===== src/rtl/gray_stream_tx.sv =====
// RGB565 -> 8-bit luma frame transmitter: one conversion register feeding a show-ahead FIFO.
// Latency: 2 cycles from accept to o_valid when the FIFO is empty; o_pix_ready drops when FIFO plus conversion slot are full.

module fifo #(
    parameter int W     = 8,
    parameter int DEPTH = 16,
    localparam int AW   = $clog2(DEPTH)
) (
    input  logic          i_clk,
    input  logic          i_rst_n,
    input  logic          clr,
    input  logic          wr_vld,
    input  logic [W-1:0]  wr_dat,
    input  logic          rd_rdy,
    output logic          rd_vld,
    output logic [W-1:0]  rd_dat,
    output logic [AW:0]   count
);
    logic [W-1:0]  mem [DEPTH];
    logic [AW-1:0] wr_ptr;
    logic [AW-1:0] rd_ptr;
    logic          do_wr;
    logic          do_rd;

    assign rd_vld = (count != '0);
    assign rd_dat = mem[rd_ptr];
    assign do_wr  = wr_vld && (count != (AW+1)'(DEPTH));
    assign do_rd  = rd_rdy && rd_vld;

    always_ff @(posedge i_clk or negedge i_rst_n) begin
        if (!i_rst_n) begin
            wr_ptr <= '0;
            rd_ptr <= '0;
            count  <= '0;
        end else if (clr) begin
            wr_ptr <= '0;
            rd_ptr <= '0;
            count  <= '0;
        end else begin
            if (do_wr) wr_ptr <= wr_ptr + AW'(1);
            if (do_rd) rd_ptr <= rd_ptr + AW'(1);
            count <= count + {{AW{1'b0}}, do_wr} - {{AW{1'b0}}, do_rd};
        end
    end

    always_ff @(posedge i_clk) begin
        if (do_wr && !clr) mem[wr_ptr] <= wr_dat;
    end
endmodule

module gray_stream_tx #(
    parameter int WIDTH      = 320,
    parameter int HEIGHT     = 240,
    parameter int FIFO_DEPTH = 16
) (
    input  logic        i_clk,
    input  logic        i_rst_n,
    input  logic        i_start,
    input  logic        i_pix_valid,
    input  logic [15:0] i_rgb,
    output logic        o_pix_ready,
    input  logic        i_ready,
    output logic        o_valid,
    output logic [7:0]  o_gray,
    output logic        o_end,
    output logic        o_frame_done,
    output logic        o_busy
);
    localparam int TOTAL = WIDTH * HEIGHT;
    localparam int CW    = $clog2(TOTAL + 1);
    localparam int FW    = $clog2(FIFO_DEPTH) + 1;

    typedef enum logic {IDLE, RUN} state_t;

    state_t        state, state_nxt;
    logic [CW-1:0] in_cnt;
    logic [CW-1:0] out_cnt;
    logic          conv_valid;
    logic [7:0]    conv_gray;
    logic          flush;
    logic          accept;
    logic          xfer;
    logic          last_xfer;
    logic [FW-1:0] fifo_count;
    logic [FW:0]   occupancy;
    logic [7:0]    fifo_head;
    logic [7:0]    r8, g8, b8;
    logic [15:0]   luma_sum;

    always_comb begin
        state_nxt = state;
        flush     = 1'b0;
        case (state)
            IDLE: if (i_start) begin
                state_nxt = RUN;
                flush     = 1'b1;
            end
            RUN: if (last_xfer) state_nxt = IDLE;
            default: state_nxt = IDLE;
        endcase
    end

    always_ff @(posedge i_clk or negedge i_rst_n) begin
        if (!i_rst_n) state <= IDLE;
        else          state <= state_nxt;
    end

    // The conversion slot counts against FIFO space so its write can never hit a full FIFO.
    assign occupancy   = {1'b0, fifo_count} + {{FW{1'b0}}, conv_valid};
    assign o_pix_ready = (state == RUN) && (in_cnt < CW'(TOTAL)) &&
                         (occupancy < (FW+1)'(FIFO_DEPTH));
    assign accept      = i_pix_valid && o_pix_ready;
    assign xfer        = o_valid && i_ready;
    assign last_xfer   = xfer && (out_cnt == CW'(TOTAL - 1));
    assign o_busy      = (state == RUN);
    assign o_gray      = o_valid ? fifo_head : 8'd0;
    assign o_end       = o_valid && (out_cnt == CW'(TOTAL - 1));

    assign r8       = {i_rgb[15:11], i_rgb[15:13]};
    assign g8       = {i_rgb[10:5],  i_rgb[10:9]};
    assign b8       = {i_rgb[4:0],   i_rgb[4:2]};
    assign luma_sum = 16'd77 * {8'd0, r8} + 16'd150 * {8'd0, g8} + 16'd29 * {8'd0, b8};

    always_ff @(posedge i_clk or negedge i_rst_n) begin
        if (!i_rst_n) begin
            in_cnt       <= '0;
            out_cnt      <= '0;
            conv_valid   <= 1'b0;
            conv_gray    <= 8'd0;
            o_frame_done <= 1'b0;
        end else begin
            o_frame_done <= last_xfer;
            if (flush) begin
                in_cnt     <= '0;
                out_cnt    <= '0;
                conv_valid <= 1'b0;
            end else begin
                conv_valid <= accept;
                if (accept) begin
                    conv_gray <= luma_sum[15:8];
                    in_cnt    <= in_cnt + CW'(1);
                end
                if (xfer) out_cnt <= out_cnt + CW'(1);
            end
        end
    end

    fifo #(.W(8), .DEPTH(FIFO_DEPTH)) u_fifo (
        .i_clk   (i_clk),
        .i_rst_n (i_rst_n),
        .clr     (flush),
        .wr_vld  (conv_valid),
        .wr_dat  (conv_gray),
        .rd_rdy  (i_ready),
        .rd_vld  (o_valid),
        .rd_dat  (fifo_head),
        .count   (fifo_count)
    );
endmodule

===== config.mk =====
export PLATFORM = sky130hd
export DESIGN_NAME = gray_stream_tx
export DESIGN_NICKNAME = d
export VERILOG_FILES = /design/src/rtl/gray_stream_tx.sv
export SDC_FILE = /design/constraint.sdc
export NUM_CORES = 1
export LEC_CHECK = 0
export CAP_MARGIN = 30
export CORE_UTILIZATION = 36
export CTS_CLUSTER_SIZE = 20
export DETAILED_ROUTE_END_ITERATION = 8
export DONT_BUFFER_PORTS = 1
export PLACE_DENSITY = 0.55
export SYNTH_ARGS = -nofsm -noshare
export SYNTH_HDL_FRONTEND = slang
export SYNTH_SLANG_ARGS = --single-unit

===== constraint.sdc =====
create_clock -name i_clk -period 4.6 [get_ports i_clk]
set_clock_uncertainty 0.05 [all_clocks]
set_input_delay 0.92 -clock i_clk [delete_from_list [all_inputs] [get_ports i_clk]]
set_output_delay 0.92 -clock i_clk [all_outputs]
set_load 0.01 [all_outputs]

==> results of run 1 <==
cells by family after synthesis:
group | synth area share [%]
XOR/XNOR | 3.81
buffers and inverters | 4.58
flip-flops | 48.2
adder cells (fa/ha/maj) | 21.3
AO/OA/AOI/OAI | 5.17
multiplexers | 8.30
AND/OR/NAND/NOR | 8.59
cell usage after synthesis (3+ instances only):
cell      count  share of area, %
mux4_2       40               8.2
xnor2_1      26               2.1
a21oi_1      21              0.96
nor4_1        5              0.28
nand2_1      47               1.6
nand2b_1      3              0.17
a31oi_1       3              0.17
and3_1        9              0.51
clkbuf_1     20              0.68
and2_1       11              0.63
nand3_1      20              0.91
nor2b_1       3              0.17
buf_2         3              0.14
o21a_1        3              0.21
o211ai_1      3              0.21
nor3_1       16              0.73
nand4_1      10              0.57
a211oi_1      5              0.34
nor2_1       61               2.1
inv_1       107               3.7
ha_1         99                11
fa_1         55                10
a41oi_1       4              0.32
o31ai_1       3              0.21
dfrtp_1      58                13
o21ai_0      18              0.82
xor2_1       19               1.5
a21o_1       14              0.96
edfxtp_1    128                35
or3_1         8              0.46
metrics by stage:
stage / worst slack (ns) / std cells / instance area [µm²] / TNS [ns]
CTS: -1.20 / 1296 / 12600 / -8.58
floorplan: -1.53 / 843 / 11100 / -10.71
finish: -1.21 / 1297 / 12700 / -8.49
detailed placement: -1.69 / 1261 / 12000 / -12.41
global route: -1.43 / 1297 / 12700 / -10.02
global placement: -1.65 / 1260 / 11900 / -12.06
metal layers:
layer | wire [µm] | part of all wire [%]
met1 | 10100 | 48
met2 | 10200 | 49
met3 | 428 | 2.0
met4 | 253 | 1.2
met5 | 0 | 0
flip-flops by register name, indices dropped and copies added (netlist names):
name           flops
conv_valid         1
out_cnt           17
u_fifo.mem       128
in_cnt            17
u_fifo.rd_ptr      4
o_frame_done       1
u_fifo.count       5
conv_gray          8
u_fifo.wr_ptr      4
o_busy             1
final cells by class:
cell class / instances / area (µm²) / area share, %
Clock buffer: 19 / 443 / 3.48
Sequential cell: 186 / 5300 / 41.6
Timing Repair Buffer: 56 / 457 / 3.59
Multi-Input combinational cell: 525 / 5510 / 43.3
Clock inverter: 13 / 121 / 0.954
Tap cell: 390 / 488 / 3.84
Inverter: 108 / 405 / 3.19
how the worst max path moves through the flow:
stage | slack [ns] | startpoint | to | cells past startpoint
after floorplan | -1.53 | i_rgb[7] | conv_gray[3] | 20
after global placement | -1.65 | i_rgb[7] | conv_gray[3] | 20
after detailed placement | -1.69 | i_rgb[7] | conv_gray[3] | 20
after CTS | -1.20 | i_rgb[7] | conv_gray[4] | 20
after global routing | -1.43 | i_rgb[7] | conv_gray[6] | 20
final | -1.21 | i_rgb[7] | conv_gray[3] | 20
what timing repair did:
item                       CTS  global route
setup endpoints to repair    8             8
hold endpoints to repair     0             0
resized for setup           14            18
gates cloned                 0             0
pin swaps                   10            15
setup buffers                3             3
layout by cell type (no fill, tap or decap), types with 4 or more instances in the layout:
cell type and count:
edfxtp_1 128, inv_1 98, ha_1 86, nor2_1 58, dfrtp_1 57, fa_1 53, buf_4 53, nand2_1 46
mux4_2 40, xnor2_1 23, nand3_1 20, xor2_1 18, clkbuf_16 17, a21oi_1 16, nor3_1 15, a21o_1 14
ha_4 12, o21ai_0 11, and2_1 11, nand4_1 10, inv_2 9, and3_1 8, or3_1 7, o21ai_1 6
nor4_1 5, clkinvlp_4 5, a21oi_2 4, a211oi_2 4
worst reg2reg max path: stages, from the launching register on:
cell	delay [ns]
dfrtp_1	0.42
inv_1	0.10
ha_1	0.16
or4b_2	0.81
nand2_1	0.26
clkinv_1	0.30
ha_1	0.38
inv_1	0.04
ha_1	0.22
fa_1	0.42
a21oi_1	0.17
nor2_1	0.06
or3_1	0.30
a21oi_1	0.14
==> out/qor_table.md, run 1 <==
| Parameter | Value |
|---|---|
| Clk Tree Root Cell | clkbuf_16 |
| Critical register-to-register path startpoint | u_fifo.count[2] |
| Inserted Diodes | 0 |
| Worst slew pin tran | 0.911 ns |
| Layout overhead on the synthesized area | 15.9% |
| Drt wl/cell | 16.2 µm |
| Drt drc | 0 |
| Filler cell count | 2772 |
| Count of different cell masters after synthesis | 49 |
| Clock tree from TritonCTS | done |
| Reg-to-reg slack, setup | 0.71 ns |
| Met2 track utilization from global routing | 24.2% |
| Area of the core | 29800 µm² |
| Worst hold margin | 0.134 ns |
| Clk slew on worst S/H paths | 0.07 ns |
| Buffers added on ports | 0 |
| Final Net Count | 1069 |
| Delay contributed by the slowest stage of the critical path | 0.55 ns |
| Worst slew margin relative to its limit | 38.9% |
| Vias in the first global route | 6648 |
| Site row count | 63 |
| Failing checks | negative setup slack |
| Buffers and inverters on the worst path | 4 |
| Y dimension of the die | 177 µm |
| Via density | 4.86 |
| Setup violations, final | 8 |
| Clock sinks | 186 |
| CP max stage cell | fa_1 |
| Data arrival time of the worst path | 6.08 ns |
| Total I/O pin count | 34 |
| Endpoint class of the critical path | register |
| Number of max-capacitance violations reported | 0 |
| Cell chain of the critical path | ha_4 > ha_4 > inv_2 > fa_1 > fa_1 > inv_2 > ha_4 > xnor2_4 > fa_1 > fa_1 > inv_2 > fa_2 > fa_1 > inv_2 > ha_4 > and3_4 > o211ai_1 > a21oi_2 > a211oi_2 > a221o_1 |
| Hpwl dp | 15.5 mm |
| Clock network latency to the later pin of the worst-skew pair | 0.43 ns |
| Die extent in x | 177 µm |
| Vias post-DR | 6308 |
| Slack of the critical path | -1.21 ns |
| Warnings from Yosys | 0 |
| Htree depth | 4 |
| Unrepaired setup endpoints after global routing | true |
| Final Cycle Share | 126% |
| Required time at the endpoint of the critical path | 4.87 ns |
| Clock buffer count from CTS | 17 |
| Maximum number of buffers from clock root to sink | 2 |
| Die footprint | 31200 µm² |
| End of the worst register-to-register path | u_fifo.count[4] |
| Iteration-0 DRC Markers | 234 |
| Grt total ovfl | 0 |
| Run status | finished, violations left |
| Worst hold-check path type | in -> async |
| Antenna violation net count after detailed routing | 0 |
| Count of flip-flops with a built-in enable after synthesis | 128 |
| Highest achievable clock rate | 172 MHz |
| Fraction of layout instances using a drive strength above 1 | 20.4% |
| DR pass1 iterations | 4 |
| Final core utilization | 42.7% |
| Depth of the most critical reg-to-reg path | 13 |
| Final wirelength | 21.0 mm |
| Met3 track demand over resource | 2.28% |
| Worst path most repeated cell | fa_1 |
| CTS hold repair buffers | 0 |
| Part of the Yosys area used for sequential elements | 48.2% |
| Post-synthesis average cell area | 13.0 µm² |
| Dominant register cell in the synthesized netlist | edfxtp_1 |
| Global-route track usage on met1 | 19.5% |
| Overall global routing resource usage | 14.5% |
| Number of instances in the synthesized netlist | 843 |
| Starting density of the core | 36.8% |
| Kind of launch point of the worst setup path | input pin |
| #FFs+latches synth | 186 |
| Largest net degree at the start of global routing | 59 |
| Wire length of the first global-routing pass | 34.9 mm |
| Async set or reset register ratio after synthesis | 31.2% |
| Post-synth design cell area | 11000 µm² |
| Number of antenna violations at the first check in global routing | 0 |
| Final hold violation count | 0 |
| Most used routing layer in global routing | met2 |
| Count of pins over their slew limit | 0 |
| Placer's final routability congestion estimate | 0.775 |
| Minimum clock period | 5.81 ns |
| Family with the most delay on the worst path | adder cells |
| CP max FO | 4 |
| Critical path class | in -> reg |
| Number of nets in the synthesized netlist | 1018 |
Power of run 1 is left out: the tool's default activity adds up to more than one toggle a clock period on the data nets, which glitch-free logic cannot reach.
==> inputs of run 2 (changes only) <==
- CORE_UTILIZATION: 36 -> 53
- PLACE_DENSITY: 0.55 -> 0.73
==> out/qor_table.md, run 2 (synthesis results as in run 1) <==
| Parameter | Value |
|---|---|
| Minimum clock period | 5.90 ns |
| Y dimension of the die | 146 µm |
| CP max FO | 4 |
| Setup violations, final | 8 |
| Clock sinks | 186 |
| Layout overhead on the synthesized area | 13.8% |
| Site row count | 52 |
| Clock network latency to the later pin of the worst-skew pair | 0.42 ns |
| Antenna violation net count after detailed routing | 0 |
| Data arrival time of the worst path | 6.16 ns |
| Commonest non-fill, non-tap cell in the layout | edfxtp_1 |
| Largest registers | u_fifo.mem: 128 flops, in_cnt: 17 flops, out_cnt: 17 flops |
| DR pass1 iterations | 4 |
| Fraction of layout instances using a drive strength above 1 | 18.6% |
| Count of pins over their slew limit | 0 |
| Grt total ovfl | 0 |
| Clock buffer count from CTS | 17 |
| Maximum number of buffers from clock root to sink | 2 |
| Required time at the endpoint of the critical path | 4.86 ns |
| Die footprint | 21300 µm² |
| Wire length of the first global-routing pass | 35.1 mm |
| Inserted Diodes | 0 |
| Drt drc | 0 |
| Clk Tree Root Cell | clkbuf_16 |
| Vias in the first global route | 7060 |
| Unrepaired setup endpoints after global routing | true |
| Sum of met2 wire segment lengths after detailed routing | 11.3 mm |
| Register name with the most flops | u_fifo.mem |
| Final wirelength | 21.0 mm |
| CTS hold repair buffers | 0 |
| Final Net Count | 1070 |
| Final Cycle Share | 128% |
| Worst slew margin relative to its limit | 43.3% |
| Top layer used by detailed routing | met4 |
| Clock tree from TritonCTS | done |
| Finished Cell Area | 12500 µm² |
| Cell count after placement | 1143 |
| Drt wl/cell | 17.8 µm |
| Endpoint class of the critical path | register |
| Number of flip-flops in the largest register | 128 |
| Die extent in x | 146 µm |
| Largest net degree at the start of global routing | 59 |
| Run status | finished, violations left |
| Placer's final routability congestion estimate | 0.787 |
| Kind of launch point of the worst setup path | input pin |
| Worst hold-check path type | in -> async |
| Total I/O pin count | 34 |
| Number of antenna violations at the first check in global routing | 0 |
| Hpwl dp | 15.2 mm |
| DP Area | 11800 µm² |
| Overall global routing resource usage | 21.4% |
| Slack of the critical path | -1.30 ns |
| Worst slew pin tran | 0.847 ns |
| Met1 wire length | 8.64 mm |
| Critical path class | in -> reg |
| Starting density of the core | 54.1% |
| Area of the core | 20300 µm² |
| Highest achievable clock rate | 169 MHz |
| Non-filler instance count after layout | 1178 |
| Buffers added on ports | 0 |
| Met3 WL | 716 µm |
| Via density | 5.51 |
| Htree depth | 4 |
| Vias post-DR | 6487 |
| Clk slew on worst S/H paths | 0.06 ns |
| Iteration-0 DRC Markers | 240 |
| Commonest cells after routing, fill and taps aside | 128 x edfxtp_1, 99 x inv_1, 86 x ha_1 |
| Final hold violation count | 0 |
| Failing checks | negative setup slack |
| Number of max-capacitance violations reported | 0 |
[run 2: cell types whose count changed in the layout (fill, tap and decap cells not counted), moves of 3 or more]
cell	change
clkinvlp_4	-5
inv_6	+4
buf_4	+3
a21oi_2	-3
a21oi_1	+3
[run 2: worst paths after layout]
check / slack [ns] / from / to / cells after the start
worst max-delay path: -1.30 / i_rgb[7] / conv_gray[3] / 20
worst min-delay path: 0.14 / i_rst_n / out_cnt[12] / 0
worst max register to register: 0.74 / u_fifo.count[2] / u_fifo.count[4] / 13
worst min register to register: 0.47 / in_cnt[6] / in_cnt[6] / 1
max in group asynchronous: 4.24 / i_rst_n / conv_gray[2] / 0
min in group i_clk: 0.47 / in_cnt[6] / in_cnt[6] / 1
[run 2: layer usage]
metal / vias up / global-route usage, %
met1: 3235 / 25.6
met5: - / 0
met3: 19 / 2.85
met4: 0 / 7.11
li1: 3090 / -
met2: 143 / 39.5
[run 2: repair_timing]
item | 4_1_cts | 5_1_grt
endpoints found under the setup margin | 8 | 8
buffers inserted | 3 | 0
gates resized for setup | 17 | 2
pin swaps | 25 | 7
[run 2: cell type report]
cell class,count,area [µm²]
Clock buffer,20,437
Tap cell,270,338
Fill cell,1566,7810
Inverter,108,405
Multi-Input combinational cell,525,5440
Clock inverter,12,138
Sequential cell,186,5300
Timing Repair Buffer,57,432
[run 2: critical path, stage by stage]
cell and delay (ns):
ha_4 0.23, ha_4 0.25, inv_2 0.03, fa_1 0.45
fa_1 0.51, inv_2 0.05, ha_4 0.29, xnor2_2 0.12
fa_1 0.46, fa_1 0.52, inv_2 0.04, fa_1 0.46
fa_1 0.52, inv_2 0.05, ha_4 0.28, and3_4 0.17
o211ai_1 0.21, a21oi_2 0.25, a211oi_1 0.09, a221o_1 0.26
[run 2: stage by stage]
stage | hold WS [ns] | setup WS [ns] | TNS, ns | util (%)
5_1_grt | 0.120 | -1.49 | -10.59 | 61.5
2_1_floorplan | 0.421 | -1.53 | -10.71 | -
4_1_cts | 0.122 | -1.29 | -9.20 | 61.5
3_5_place_dp | 0.452 | -1.79 | -12.96 | 58.1
3_3_place_gp | 0.442 | -1.64 | -11.88 | 58.1
6_report | 0.137 | -1.30 | -9.12 | 61.5
Power of run 2 is left out for the same reason.
==> inputs of run 3 (changes only) <==
- SKIP_CTS_REPAIR_TIMING: default -> 1
==> out/qor_table.md, run 3 (synthesis results as in run 1) <==
| Parameter | Value |
|---|---|
| Run status | finished, violations left |
| Failing checks | negative setup slack |
| Count of pins over their slew limit | 0 |
| Final Net Count | 1068 |
| Antenna violation net count after detailed routing | 0 |
| Layout overhead on the synthesized area | 13.8% |
| End of the worst register-to-register path | u_fifo.count[4] |
| Endpoint class of the critical path | register |
| Largest net degree at the start of global routing | 59 |
| Final wirelength | 21.0 mm |
| Number of flip-flops in the largest register | 128 |
| Kind of launch point of the worst setup path | input pin |
| Vias post-DR | 6483 |
| Total I/O pin count | 34 |
| Clock tree from TritonCTS | done |
| Buffers added on ports | 0 |
| Filler cell count | 1553 |
| Critical register-to-register path startpoint | u_fifo.count[2] |
| Placer's final routability congestion estimate | 0.787 |
| Final hold violation count | 0 |
| Area of the core | 20300 µm² |
| Grt total ovfl | 0 |
| Maximum number of buffers from clock root to sink | 2 |
| Site row count | 52 |
| Final core utilization | 61.6% |
| Worst hold-check path type | in -> async |
| Critical path class | in -> reg |
| Die extent in x | 146 µm |
| Via density | 5.51 |
| DR pass1 iterations | 4 |
| Largest registers | u_fifo.mem: 128 flops, in_cnt: 17 flops, out_cnt: 17 flops |
| CP max FO | 4 |
| Commonest cells after routing, fill and taps aside | 128 x edfxtp_1, 99 x inv_1, 85 x ha_1 |
| Starting density of the core | 54.1% |
| Y dimension of the die | 146 µm |
| Reg-to-reg slack, setup | 0.74 ns |
| Overall global routing resource usage | 21.2% |
| Vias in the first global route | 7017 |
| Number of max-capacitance violations reported | 0 |
| Clock sinks | 186 |
| Slack of the critical path | -1.27 ns |
| Number of antenna violations at the first check in global routing | 0 |
| Hpwl dp | 15.2 mm |
| Depth of the most critical reg-to-reg path | 13 |
| Wire length of the first global-routing pass | 34.8 mm |
| Iteration-0 DRC Markers | 252 |
| Worst slew margin relative to its limit | 42.6% |
| Register name with the most flops | u_fifo.mem |
| Fraction of layout instances using a drive strength above 1 | 18.9% |
| Clk Tree Root Cell | clkbuf_16 |
| Htree depth | 4 |
| Clock network latency to the later pin of the worst-skew pair | 0.42 ns |
| Clock buffer count from CTS | 17 |
| Setup violations, final | 8 |
| Required time at the endpoint of the critical path | 4.86 ns |
| Drt wl/cell | 17.8 µm |
| Highest achievable clock rate | 170 MHz |
| Drt drc | 0 |
| Die footprint | 21300 µm² |
| Commonest non-fill, non-tap cell in the layout | edfxtp_1 |
| Minimum clock period | 5.87 ns |
| Worst slew pin tran | 0.858 ns |
| Data arrival time of the worst path | 6.13 ns |
| Unrepaired setup endpoints after global routing | true |
| Final Cycle Share | 128% |
| Clk slew on worst S/H paths | 0.06 ns |
| Inserted Diodes | 0 |
-- run 3: worst max-delay path by stage --
| stage | endpoint | startpoint |
|---|---|---|
| 5_1_grt | conv_gray[3] | i_rgb[7] |
| 2_1_floorplan | conv_gray[3] | i_rgb[7] |
| 3_5_place_dp | conv_gray[3] | i_rgb[7] |
| 4_1_cts | conv_gray[3] | i_rgb[7] |
| 6_report | conv_gray[3] | i_rgb[7] |
| 3_3_place_gp | conv_gray[3] | i_rgb[7] |
-- run 3: final cells by class --
cell class | count | area, µm² | area share [%]
clock buffers | 20 | 437 | 3.49
clock inverters | 12 | 138 | 1.10
inverters | 108 | 405 | 3.24
multi-input cells | 525 | 5470 | 43.7
flip-flops and latches | 186 | 5300 | 42.4
well taps | 270 | 338 | 2.70
repair buffers | 55 | 417 | 3.33
-- run 3: through the flow --
stage / cells / worst slack, ns / hold WS (ns) / instance area [µm²] / TNS (ns)
finish: 1176 / -1.27 / 0.140 / 12500 / -8.79
global route: 1176 / -1.46 / 0.120 / 12500 / -10.33
CTS: 1175 / -1.33 / 0.122 / 12400 / -9.31
detailed placement: 1143 / -1.79 / 0.452 / 11800 / -12.96
global placement: 1143 / -1.64 / 0.442 / 11800 / -11.88
floorplan: 843 / -1.53 / 0.421 / 11100 / -10.71
-- run 3: per-layer routing --
layer  up-vias  global-route usage (%)  part of all wire [%]
li1       3085                       -                     -
met1      3223                    25.5                    41
met2       156                    39.1                    54
met3        19                    2.79                   3.7
met4         0                    7.11                   1.4
met5         -                       0                     0
-- run 3: worst max-delay path, cell delays in order --
cell and delay, ns:
ha_4 0.22, ha_4 0.25, inv_2 0.03, fa_1 0.45, fa_1 0.51, inv_2 0.05
ha_4 0.29, xnor2_2 0.12, fa_1 0.46, fa_1 0.52, inv_2 0.04, fa_2 0.44
fa_1 0.51, inv_2 0.05, ha_4 0.28, and3_4 0.17, o211ai_1 0.21, a21oi_2 0.25
a211oi_1 0.09, a221o_1 0.26
Power of run 3 is left out for the same reason.
